`src/rtl/if_fetch.sv`:
```
// Instruction-fetch stage: program counter plus a single-outstanding req/ack port to instruction
// memory, presenting each fetched word and its PC to the IF/ID register.
module if_fetch #(
  parameter logic [31:0] RESET_PC = 32'h0000_0000
) (
  input  logic        clk_i,
  input  logic        rst_i,
  input  logic        stall_i,
  input  logic        cpu_stall_i,
  input  logic        branch_taken_i,
  input  logic [31:0] branch_target_i,
  output logic        imem_req_o,
  output logic [31:0] imem_addr_o,
  input  logic        imem_ack_i,
  input  logic [31:0] imem_data_i,
  output logic [31:0] pc_o,
  output logic [31:0] instr_o,
  output logic        instr_valid_o
);

  localparam logic [1:0] IDLE  = 2'd0;
  localparam logic [1:0] FETCH = 2'd1;
  localparam logic [1:0] HOLD  = 2'd2;
  localparam logic [1:0] DRAIN = 2'd3;

  logic [1:0]  state_q, state_d;
  logic [31:0] pc_q, pc_d;
  logic [31:0] buf_q, buf_d;
  logic [31:0] drain_addr_q, drain_addr_d;

  logic        advance;
  logic        redirect;
  logic [31:0] pc_next;
  logic [31:0] target;

  assign advance  = ~stall_i & ~cpu_stall_i;
  assign redirect = branch_taken_i & advance;
  assign pc_next  = pc_q + 32'd4;
  assign target   = {branch_target_i[31:2], 2'b00};
  assign pc_o     = pc_q;

  always_comb begin
    state_d       = state_q;
    pc_d          = pc_q;
    buf_d         = buf_q;
    drain_addr_d  = drain_addr_q;
    imem_req_o    = 1'b0;
    imem_addr_o   = pc_q;
    instr_o       = 32'h0;
    instr_valid_o = 1'b0;
    case (state_q)
      IDLE: state_d = FETCH;
      FETCH: begin
        imem_req_o = 1'b1;
        if (redirect) begin
          pc_d = target;
          // An in-flight request must complete before the new address can be issued.
          if (!imem_ack_i) begin
            drain_addr_d = pc_q;
            state_d      = DRAIN;
          end
        end else if (imem_ack_i && advance) begin
          instr_o       = imem_data_i;
          instr_valid_o = 1'b1;
          pc_d          = pc_next;
        end else if (imem_ack_i) begin
          buf_d   = imem_data_i;
          state_d = HOLD;
        end
      end
      HOLD: begin
        if (redirect) begin
          pc_d    = target;
          state_d = FETCH;
        end else begin
          instr_o       = buf_q;
          instr_valid_o = 1'b1;
          if (advance) begin
            pc_d    = pc_next;
            state_d = FETCH;
          end
        end
      end
      DRAIN: begin
        imem_req_o  = 1'b1;
        imem_addr_o = drain_addr_q;
        if (redirect) pc_d = target;
        if (imem_ack_i) state_d = FETCH;
      end
      default: state_d = IDLE;
    endcase
  end

  always_ff @(posedge clk_i or posedge rst_i) begin
    if (rst_i) begin
      state_q      <= IDLE;
      pc_q         <= RESET_PC;
      buf_q        <= 32'h0;
      drain_addr_q <= 32'h0;
    end else begin
      state_q      <= state_d;
      pc_q         <= pc_d;
      buf_q        <= buf_d;
      drain_addr_q <= drain_addr_d;
    end
  end

endmodule

```
`config.mk`:
```
export PLATFORM = sky130hd
export DESIGN_NAME = if_fetch
export DESIGN_NICKNAME = d
export VERILOG_FILES = /design/src/rtl/if_fetch.sv
export SDC_FILE = /design/constraint.sdc
export NUM_CORES = 1
export LEC_CHECK = 0
export CELL_PAD_IN_SITES_DETAIL_PLACEMENT = 0
export CELL_PAD_IN_SITES_GLOBAL_PLACEMENT = 1
export CORE_ASPECT_RATIO = 0.75
export CORE_MARGIN = 2
export CORE_UTILIZATION = 30
export DETAILED_ROUTE_END_ITERATION = 6
export HOLD_SLACK_MARGIN = 0.05
export PLACE_DENSITY = 0.72
export REMOVE_ABC_BUFFERS = 1
export SKIP_LAST_GASP = 1
export SLEW_MARGIN = 20
export SYNTH_ARGS = -nofsm -noshare
export SYNTH_HDL_FRONTEND = slang
export SYNTH_SLANG_ARGS = --single-unit
```
`constraint.sdc`:
```
create_clock -name clk_i -period 3.7 [get_ports clk_i]
set_input_delay 0.74 -clock clk_i [delete_from_list [all_inputs] [get_ports clk_i]]
set_output_delay 0.74 -clock clk_i [all_outputs]
set_load 0.05 [all_outputs]
```
==> impl_metrics.tcl <==
set metrics [dict create \
    cts_tree "built" \
    cts.clk_slew.worst_paths_ns 0.07 \
    switchingPower_w 0.003838 \
    most-common-layout-cells "clkdlybuf4s50_1 (128), dfrtp_1 (94), mux2_2 (89)" \
    grt_usage_pct 17.06 \
    critPathLaunch "state_q[0]" \
    grt_pass1_wl_mm 25.10 \
    power.leakage_nw 2.980 \
    p_int_w 0.004054 \
    drt_iter0_drc 299 \
    start_util_pct 30.31 \
    power_frac_comb_pct 62.5 \
    diodes 0 \
    clock_sinks 94 \
    arrival_ns 2.71 \
    met2_usage_pct 26.36 \
    fmax_mhz 290.1 \
    end_kind "primary output" \
    ys.flop_type "dfrtp_1" \
    root_buffer "clkbuf_16" \
    clk_latency_ns 0.34 \
    numCtsBuffers 9 \
    fin_cells 904 \
    area_growth_pct 44.02 \
    place_hpwl_mm 11.08 \
    postCtsSetupBuffers 0 \
    switching_share_pct 48.63 \
    setup_viol 0 \
    cts_resized 0 \
    num-nets-final 733 \
    rows 42 \
    die_w_um 157.5 \
    grt_start_max_net_pins 78 \
    synth_top_family_by_area "multiplexers" \
    tightest_slew_ns 0.9236 \
    drive_gt1_share_pct 25.38 \
    cts.htree.levels 3 \
    crit_path_start_kind "flip-flop" \
    power_density_nw_per_um2 1033 \
    holdCritStartpoint "drain_addr_q[22]" \
    wl_per_cell_um 17.42 \
    status "finished, final reports clean" \
    place.gp.congestion 0.7705 \
    fin_crit_sh_pct 93.16 \
    hold_viol 0 \
    synthAdderAreaFrac_pct 1.180 \
    seqPwrFrac_pct 25.1 \
    fin_skew_ns 0.005802 \
    synthMuxAreaShare_pct 18.90 \
    seq_area_frac_synth_pct 44.35 \
    ir_drop_uv 541.3 \
    crit_required_ns 2.96 \
    dieHeight_um 119.2 \
    p_clk_share_pct 12.4 \
    ant_nets 0 \
    met1_usage_pct 24.41 \
    worstHoldPathType "reg -> reg" \
    postSynthCellCount 512 \
    grt_pass1_vias 4466 \
    fin_util_pct 43.65 \
    gr-max-usage-layer "met2" \
    viasPerCell 5.088 \
    route.detailed.drc 0 \
    ys_async_sr_fraction_pct 100.0 \
    synth.yosys.warnings 0 \
    die-area_um2 18770 \
    portBuffers 161 \
    synth_compound_area_share_pct 15.83 \
    r2r_start "state_q[0]" \
    dr.pass1.iters 5 \
    cap_violations 0 \
    syn_area_per_cell_um2 10.36 \
    synth_cell_types 46 \
    dpl-instance-area_um2 7331 \
    multi_input_area_um2 2738 \
    relSlewSlack_pct 38.43 \
    dp.cells 889 \
    grt-ovfl-total 0 \
    drt-total-wl_mm 15.75 \
    register_area_um2 2352 \
    vias 4600 \
    clock_path_buffers 2 \
    antenna_found_initial 0 \
    synth_edf_count 0 \
    cp_max_fo 38 \
    synthXorXnorAreaFrac_pct 0 \
    syn-cell-area_um2 5304 \
    core_um2 17500 \
    fin_crit_ns 3.447 \
    rsz0062_at_grt "false" \
    ioPinCount 168 \
    yosys.area_share.simple_pct 14.89 \
    maxSlewViolCount 0 \
    fin_area_um2 7639 \
    ys_ff_latch 94 \
    critical_path_class "reg -> out" \
    filler_cell_count 1635 \
    grt_use_met3_pct 3.566 \
    reg2reg_slack_ns 0.79 \
    final_common_cell "clkdlybuf4s50_1" \
    cts_hold_buf 0 \
]
-- per-layer routing --
layer | wire length, µm | vias up
met5 | 0 | -
met2 | 7172 | 133
met3 | 741 | 13
met1 | 7640 | 2293
li1 | - | 2161
met4 | 197 | 0
-- stage by stage --
| stage | setup slack (ns) | total power [W] | hold WS [ns] | setup TNS, ns |
|---|---|---|---|---|
| floorplan | -0.7254 | 0.005216 | 0.4502 | -24.00 |
| global placement | -0.1402 | 0.006819 | 0.4644 | -2.766 |
| detailed placement | 0.3117 | 0.006937 | 0.4759 | 0 |
| CTS | 0.1793 | 0.007955 | 0.4914 | 0 |
| global route | 0.04846 | 0.008335 | 0.5033 | 0 |
| finish | 0.2530 | 0.007892 | 0.4905 | 0 |
-- final timing paths --
check	to	cells after the start
worst max register to register	pc_o[2]	7
min in group asynchronous	buf_q[30]	2
worst max-delay path	imem_addr_o[31]	3
worst min register to register	drain_addr_q[22]	2
worst min-delay path	drain_addr_q[22]	2
max in group asynchronous	buf_q[18]	3
-- cell type report --
class | count | share of cell area [%]
tap | 242 | 3.964
multi-input combinational | 371 | 35.84
timing repair buffer | 175 | 25.00
clock inverter | 4 | 0.9500
sequential | 94 | 30.79
clock buffer | 11 | 3.047
inverter | 7 | 0.4095
-- synth_stat cells (4+ instances only) --
master / count / share of area [%]
buf_1: 5 / 0.35
a22oi_1: 32 / 4.5
or2_2: 4 / 0.47
a2bb2oi_1: 11 / 1.8
nor2_1: 9 / 0.64
and3_1: 6 / 0.71
buf_4: 4 / 0.57
a21oi_1: 36 / 3.4
nand2_1: 37 / 2.6
nor2b_1: 35 / 4.1
dfrtp_1: 94 / 44
and2_1: 4 / 0.47
ha_1: 5 / 1.2
nand3_1: 14 / 1.3
nand4_1: 12 / 1.4
clkbuf_1: 26 / 1.8
inv_1: 7 / 0.50
clkbuf_8: 4 / 1.0
o22ai_1: 12 / 1.4
o21ai_0: 26 / 2.5
nor3_1: 6 / 0.57
mux2_2: 89 / 19
-- flip-flops by register name, indices dropped and copies added (netlist names) --
| name | count |
|---|---|
| buf_q | 32 |
| drain_addr_q | 30 |
| pc_o | 30 |
| state_q | 2 |
-- worst max-delay path: stages (launching register included) --
cell and delay, ns:
dfrtp_1 0.40, ha_2 0.82, mux2_2 0.41, clkdlybuf4s50_1 0.73
-- kinds of logic after synthesis --
logic type / count (synthesis)
flops: 94
other cells: 1
fa+ha+maj: 5
buf+inv: 50
mux: 89
simple gates: 142
compound gates: 131
-- power by group through the flow --
stage | Clock [W] | Combinational [W] | Sequential [W]
floorplan | 0 | 0.00283 | 0.00239
global placement | 0 | 0.00486 | 0.00195
detailed placement | 0 | 0.00495 | 0.00199
CTS | 0.00101 | 0.00496 | 0.00198
global route | 0.00105 | 0.00521 | 0.00207
finish | 0.000978 | 0.00493 | 0.00198
Power figures use the tool's default switching activity.
